===== config.mk =====
export PLATFORM = sky130hd
export DESIGN_NAME = tmds_encoder_flat
export DESIGN_NICKNAME = d
export VERILOG_FILES = /design/src/rtl/tmds_pkg.sv /design/src/rtl/tmds_encoder_if.sv /design/src/rtl/tmds_channel.sv /design/src/rtl/tmds_encoder.sv /design/src/flat_wrapper.sv
export SDC_FILE = /design/constraint.sdc
export NUM_CORES = 1
export LEC_CHECK = 0
export ABC_CLOCK_PERIOD_IN_PS = 12100
export BUFFER_PORTS_ARGS = -buffer_cell sky130_fd_sc_hd__buf_2
export CAP_MARGIN = 20
export CORE_MARGIN = 2
export CORE_UTILIZATION = 57
export DETAILED_ROUTE_END_ITERATION = 8
export PLACE_DENSITY = 0.75
export SLEW_MARGIN = 25
export SYNTH_ARGS = -nofsm -noshare
export SYNTH_HDL_FRONTEND = slang
export SYNTH_SLANG_ARGS = --single-unit

===== constraint.sdc =====
create_clock -name clk_pixel -period 12.1 [get_ports clk_pixel]
set_input_delay 0.605 -clock clk_pixel [delete_from_list [all_inputs] [get_ports clk_pixel]]
set_output_delay 0.605 -clock clk_pixel [all_outputs]
set_load 0.01 [all_outputs]

===== src/rtl/tmds_pkg.sv =====
// Shared TMDS constants: symbol/disparity widths, DVI control tokens and small helpers.
package tmds_pkg;

  localparam int SYM_W  = 10;
  localparam int DISP_W = 5;

  localparam logic [SYM_W-1:0] CTRL_00 = 10'b1101010100;
  localparam logic [SYM_W-1:0] CTRL_01 = 10'b0010101011;
  localparam logic [SYM_W-1:0] CTRL_10 = 10'b0101010100;
  localparam logic [SYM_W-1:0] CTRL_11 = 10'b1010101011;

  function automatic logic [3:0] popcount8(input logic [7:0] v);
    logic [3:0] n;
    n = '0;
    for (int i = 0; i < 8; i++) begin
      n = n + {3'b000, v[i]};
    end
    return n;
  endfunction

  // Control token for C1C0 = c
  function automatic logic [SYM_W-1:0] ctrlToken(input logic [1:0] c);
    logic [SYM_W-1:0] t;
    case (c)
      2'b00:   t = CTRL_00;
      2'b01:   t = CTRL_01;
      2'b10:   t = CTRL_10;
      default: t = CTRL_11;
    endcase
    return t;
  endfunction

endpackage


===== src/rtl/tmds_encoder_if.sv =====
// Pixel/sync inputs and encoded TMDS symbols of the three-channel encoder.
interface tmds_encoder_if;
  import tmds_pkg::*;

  logic [7:0]       red;
  logic [7:0]       green;
  logic [7:0]       blue;
  logic             de;
  logic             hsync;
  logic             vsync;
  logic [SYM_W-1:0] tmds_0;
  logic [SYM_W-1:0] tmds_1;
  logic [SYM_W-1:0] tmds_2;

  modport master (
    output red, green, blue, de, hsync, vsync,
    input  tmds_0, tmds_1, tmds_2
  );

  modport slave (
    input  red, green, blue, de, hsync, vsync,
    output tmds_0, tmds_1, tmds_2
  );

endinterface


===== src/rtl/tmds_channel.sv =====
// One TMDS channel: stage 1 transition minimisation, stage 2 DC balance with a
// running disparity counter, both registered for a fixed 2-cycle latency.
module tmds_channel
  import tmds_pkg::*;
(
  input  logic             clk,
  input  logic             rst,
  input  logic [7:0]       d,
  input  logic             de,
  input  logic [1:0]       c,
  output logic [SYM_W-1:0] sym_o
);

  logic [8:0]        qm_d, qm_q;
  logic              de_q;
  logic [1:0]        c_q;
  logic [DISP_W-1:0] cnt_d, cnt_q;
  logic [SYM_W-1:0]  sym_d, sym_q;

  logic [3:0]        nOnesD;
  logic              useXnor;
  logic [3:0]        n1;
  logic [DISP_W-1:0] bal;
  logic [DISP_W-1:0] twoQm8;
  logic [DISP_W-1:0] twoNotQm8;
  logic              cntZero, cntPos, cntNeg;
  logic              qm8;

  always_comb begin
    nOnesD  = popcount8(d);
    useXnor = (nOnesD > 4'd4) || ((nOnesD == 4'd4) && !d[0]);
    qm_d    = '0;
    qm_d[0] = d[0];
    for (int i = 1; i < 8; i++) begin
      qm_d[i] = useXnor ? ~(qm_d[i-1] ^ d[i]) : (qm_d[i-1] ^ d[i]);
    end
    qm_d[8] = ~useXnor;
  end

  // Disparity terms are kept modulo 2^DISP_W; the counter never leaves [-10, +10].
  assign qm8       = qm_q[8];
  assign n1        = popcount8(qm_q[7:0]);
  assign bal       = {n1, 1'b0} - DISP_W'(8);
  assign twoQm8    = {3'b000, qm8, 1'b0};
  assign twoNotQm8 = {3'b000, ~qm8, 1'b0};
  assign cntZero   = (cnt_q == '0);
  assign cntNeg    = cnt_q[DISP_W-1];
  assign cntPos    = !cntNeg && !cntZero;

  always_comb begin
    sym_d = sym_q;
    cnt_d = cnt_q;
    if (!de_q) begin
      sym_d = ctrlToken(c_q);
      cnt_d = '0;
    end else if (cntZero || (n1 == 4'd4)) begin
      sym_d = {~qm8, qm8, (qm8 ? qm_q[7:0] : ~qm_q[7:0])};
      cnt_d = qm8 ? (cnt_q + bal) : (cnt_q - bal);
    end else if ((cntPos && (n1 > 4'd4)) || (cntNeg && (n1 < 4'd4))) begin
      sym_d = {1'b1, qm8, ~qm_q[7:0]};
      cnt_d = cnt_q + twoQm8 - bal;
    end else begin
      sym_d = {1'b0, qm8, qm_q[7:0]};
      cnt_d = cnt_q + bal - twoNotQm8;
    end
  end

  always_ff @(posedge clk or posedge rst) begin
    if (rst) begin
      qm_q  <= '0;
      de_q  <= 1'b0;
      c_q   <= 2'b00;
      cnt_q <= '0;
      sym_q <= CTRL_00;
    end else begin
      qm_q  <= qm_d;
      de_q  <= de;
      c_q   <= c;
      cnt_q <= cnt_d;
      sym_q <= sym_d;
    end
  end

  assign sym_o = sym_q;

endmodule


===== src/rtl/tmds_encoder.sv =====
// Three-channel DVI 1.0 TMDS encoder; blue carries hsync/vsync, green/red send C1C0 = 00.
module tmds_encoder
  import tmds_pkg::*;
(
  input  logic         clk_pixel,
  input  logic         reset,
  tmds_encoder_if.slave bus
);

  tmds_channel u_ch0 (
    .clk   (clk_pixel),
    .rst   (reset),
    .d     (bus.blue),
    .de    (bus.de),
    .c     ({bus.vsync, bus.hsync}),
    .sym_o (bus.tmds_0)
  );

  tmds_channel u_ch1 (
    .clk   (clk_pixel),
    .rst   (reset),
    .d     (bus.green),
    .de    (bus.de),
    .c     (2'b00),
    .sym_o (bus.tmds_1)
  );

  tmds_channel u_ch2 (
    .clk   (clk_pixel),
    .rst   (reset),
    .d     (bus.red),
    .de    (bus.de),
    .c     (2'b00),
    .sym_o (bus.tmds_2)
  );

endmodule


===== src/flat_wrapper.sv =====
// flat-port wrapper written by rule: the top's interface ports become plain ports
module tmds_encoder_flat import tmds_pkg::*;
  (clk_pixel, reset, bus_red, bus_green, bus_blue, bus_de, bus_hsync, bus_vsync, bus_tmds_0, bus_tmds_1, bus_tmds_2);
  tmds_encoder_if bus_i ();
  input  logic clk_pixel;
  input  logic reset;
  input wire logic [$bits(bus_i.red)-1:0] bus_red;
  input wire logic [$bits(bus_i.green)-1:0] bus_green;
  input wire logic [$bits(bus_i.blue)-1:0] bus_blue;
  input wire logic [$bits(bus_i.de)-1:0] bus_de;
  input wire logic [$bits(bus_i.hsync)-1:0] bus_hsync;
  input wire logic [$bits(bus_i.vsync)-1:0] bus_vsync;
  output wire logic [$bits(bus_i.tmds_0)-1:0] bus_tmds_0;
  output wire logic [$bits(bus_i.tmds_1)-1:0] bus_tmds_1;
  output wire logic [$bits(bus_i.tmds_2)-1:0] bus_tmds_2;
  assign bus_i.red = bus_red;
  assign bus_i.green = bus_green;
  assign bus_i.blue = bus_blue;
  assign bus_i.de = bus_de;
  assign bus_i.hsync = bus_hsync;
  assign bus_i.vsync = bus_vsync;
  assign bus_tmds_0 = bus_i.tmds_0;
  assign bus_tmds_1 = bus_i.tmds_1;
  assign bus_tmds_2 = bus_i.tmds_2;
  tmds_encoder u_core (.clk_pixel(clk_pixel), .reset(reset), .bus(bus_i));
endmodule

==> results.yml <==
setup_path:
  crit_type: "register to register"
  cp.arrival_ns: 4.96
  reg2reg_from: "u_core.u_ch2.qm_q[0]"
  end_kind: "register"
  cpMostUsedCell: "fa_1"
  cp_slowest_cell: "a221oi_4"
  r2r_setup_slack_ns: 7.37
  rr_worst_depth: 15
  max_stage_delay_ns: 0.57
  path_cells: "fa_1 -> inv_1 -> fa_1 -> fa_1 -> inv_1 -> ha_1 -> fa_1 -> xor2_1 -> ha_1 -> or3b_1 -> nand2_1 -> nand2_1 -> a221oi_4 -> xnor2_1 -> and2_1"
  start_kind: "register"
  critical_path_required_ns: 12.33
  crit_fanout: 9
  worstReg2RegEnd: "u_core.u_ch2.sym_o[3]"
synth:
  yosys_register_bits: 72
  yosys_warnings: 0
  synth_top_area_cell: "dfrtp_1"
  synthMuxAreaShare_pct: 1.421
  synthCells: 542
  synth-xor-area-share_pct: 14.43
  synthesis.nets: 671
  synthesis.area_sq_um: 5635
  synthAdderAreaFrac_pct: 27.40
  synth_edf_count: 0
  yosysMostFrequentCell: "inv_1"
  synth_top_family_by_area: "adder cells"
  synth_ff_type: "dfrtp_1"
  postSynthAreaPerCell_sq_um: 10.40
  yosysSeqAreaShare_pct: 32.30
  synth_common_cells: "inv_1, xnor2_1, ha_1, dfrtp_1, fa_1"
  ys_types: 47
  synth_compound_area_share_pct: 9.081
  yosys.area_share.simple_pct: 7.882
  synth_top_area_share_pct: 25.31
  async_flop_share_pct: 100.0
  synthTopCellsByArea: "dfrtp_1, fa_1, ha_1"
clock_network:
  ctsHoldBuffers: 0
  cts_tree: "done"
  cts_buffer_depth: 2
  clk_latency_ns: 0.34
  clockRootBuffer: "clkbuf_8"
  postCtsResizedCells: 0
  htreeDepth: 3
  cts.clk_slew.worst_paths_ns: 0.08
  post_cts_buffers: 0
  clock-sinks: 72
  numCtsBuffers: 9
min_path:
  whs_path_depth: 1
  hold_path.class: "input pin to register"
  holdPathEnd: "u_core.u_ch0.de_q"
  worstHoldStart: "bus_de"
drt:
  final_antenna_net_count: 0
  dr.pass1.iters: 4
  viasPerCell: 4.943
  wl_um: 10090
  dr_wl_met2_um: 5005
  drc_errors: 0
  wl_met3_um: 287
  num_vias: 3673
  drt-initial-drc-count: 122
  wl_per_cell_um: 13.57
  top_layer: "met4"
  met1Wirelength_um: 4645
global_routing:
  grt_pass1_wl_um: 17440
  grt_pass1_vias: 3788
  grt_max_degree: 73
  grtUsageTotal_pct: 20.87
  antenna_found_initial: 0
  grt_overflow_total: 0
timing:
  fin_skew_ns: 0.01127
  fin_tns_setup_ns: 0
  period_needed_ns: 4.731
  setup_viol: 0
  final_hold_viol_count: 0
  max_freq_mhz: 211.4
  grt_setup_unrepaired: "false"
  worst_pin_slew_ns: 0.8759
  finalMaxSlewViolations: 0
  timing.slew.headroom_pct: 41.61
  period_share_pct: 39.10
die:
  ios: 59
  start_util_pct: 58.19
  die_w_um: 103.4
  core.rowCount: 36
  core_area_sq_um: 9684
  dieArea_sq_um: 10700
  die_h_um: 103.4
finish:
  fin_cells: 743
  num-fill-cells: 774
  antenna_cells: 0
  drive_gt1_share_pct: 16.39
  nNetsFinal: 734
  syn_to_final_growth_pct: 11.48
  fin_util_pct: 64.87
place:
  gp_congestion: 0.8967
  port_buffers: 58
  dp.cells: 727
  dp_hpwl_um: 8161
status:
  status: "finished clean"
job:
  drv_cap: 0
-- cell type report --
cell class              count  area (sq um)  area share (%)
well taps                 133         166.4           2.649
multi-input cells         362          3393           54.01
clock buffers              11         141.4           2.251
flip-flops and latches     72          1821           28.98
clock inverters             5         80.08           1.275
inverters                 100         375.4           5.975
repair buffers             60         305.3           4.860
-- metrics by stage --
| stage | hold slack, ns | setup slack, ns | cell area (sq um) |
|---|---|---|---|
| 6_report | 0.3684 | 7.369 | 6282 |
| 5_1_grt | 0.3600 | 7.124 | 6282 |
| 4_1_cts | 0.3510 | 7.324 | 6282 |
| 3_5_place_dp | 0.5381 | 7.335 | 6061 |
| 3_3_place_gp | 0.5271 | 7.541 | 6061 |
| 2_1_floorplan | 0.4876 | 7.634 | 5635 |
-- layout by cell type, fill, tap and decap left out, drive strengths merged, types with 10 or more instances in the layout --
| cell | Yosys | final |
|---|---|---|
| xor2 | 28 | 28 |
| a21o | 12 | 12 |
| clkbuf | 5 | 11 |
| a21oi | 22 | 22 |
| dfrtp | 57 | 57 |
| ha | 61 | 61 |
| dfstp | 15 | 15 |
| xnor2 | 64 | 64 |
| inv | 100 | 100 |
| nand2 | 37 | 37 |
| buf | 3 | 60 |
| nor2 | 16 | 16 |
| fa | 39 | 39 |
| and2 | 10 | 10 |
-- critical path, delay by kind of cell, from the launching register on --
family	cells	cell delay, ns
AOI/OAI and AO/OA	1	0.57
adders and majority gates	6	2.27
xor gates and xnor gates	2	0.39
DFF	1	0.41
buffers and inverters	2	0.09
and+or+nand+nor	4	0.89
-- state kept, by name, indices dropped and copies added, names as in the netlist --
register            flops
u_core.u_ch1.qm_q       9
u_core.u_ch0.cnt_q      4
u_core.u_ch0.sym_o     10
u_core.u_ch0.de_q       1
u_core.u_ch1.sym_o     10
u_core.u_ch2.cnt_q      4
u_core.u_ch0.c_q        2
u_core.u_ch1.cnt_q      4
u_core.u_ch0.qm_q       9
u_core.u_ch2.qm_q       9
u_core.u_ch2.sym_o     10
-- worst max-delay path by stage --
stage | slack, ns | endpoint | depth (start not counted) | from
6_report | 7.37 | u_core.u_ch2.sym_o[3] | 15 | u_core.u_ch2.qm_q[0]
5_1_grt | 7.12 | u_core.u_ch2.sym_o[3] | 15 | u_core.u_ch2.qm_q[0]
4_1_cts | 7.32 | u_core.u_ch2.sym_o[3] | 15 | u_core.u_ch2.qm_q[0]
3_5_place_dp | 7.34 | u_core.u_ch2.sym_o[3] | 15 | u_core.u_ch2.qm_q[0]
3_3_place_gp | 7.54 | u_core.u_ch1.cnt_q[4] | 16 | u_core.u_ch1.qm_q[0]
2_1_floorplan | 7.63 | u_core.u_ch1.cnt_q[4] | 16 | u_core.u_ch1.qm_q[0]
-- per-layer routing --
metal  GRT usage, %  vias up
met2          34.34       51
li1               -     1822
met3          3.024       13
met5              0        -
met1          28.93     1787
met4          6.174        0
-- cells by family (layout without fill, tap and decap cells) --
kind of cell / count (synthesis) / in the layout
simple gates: 91 / 91
fa+ha+maj: 100 / 100
buf+inv: 108 / 176
compound gates: 71 / 71
flops: 72 / 72
mux: 8 / 8
xor+xnor: 92 / 92
Power is not shown: default switching activity piles up to over one toggle a cycle in this logic, so the estimate is an artifact.
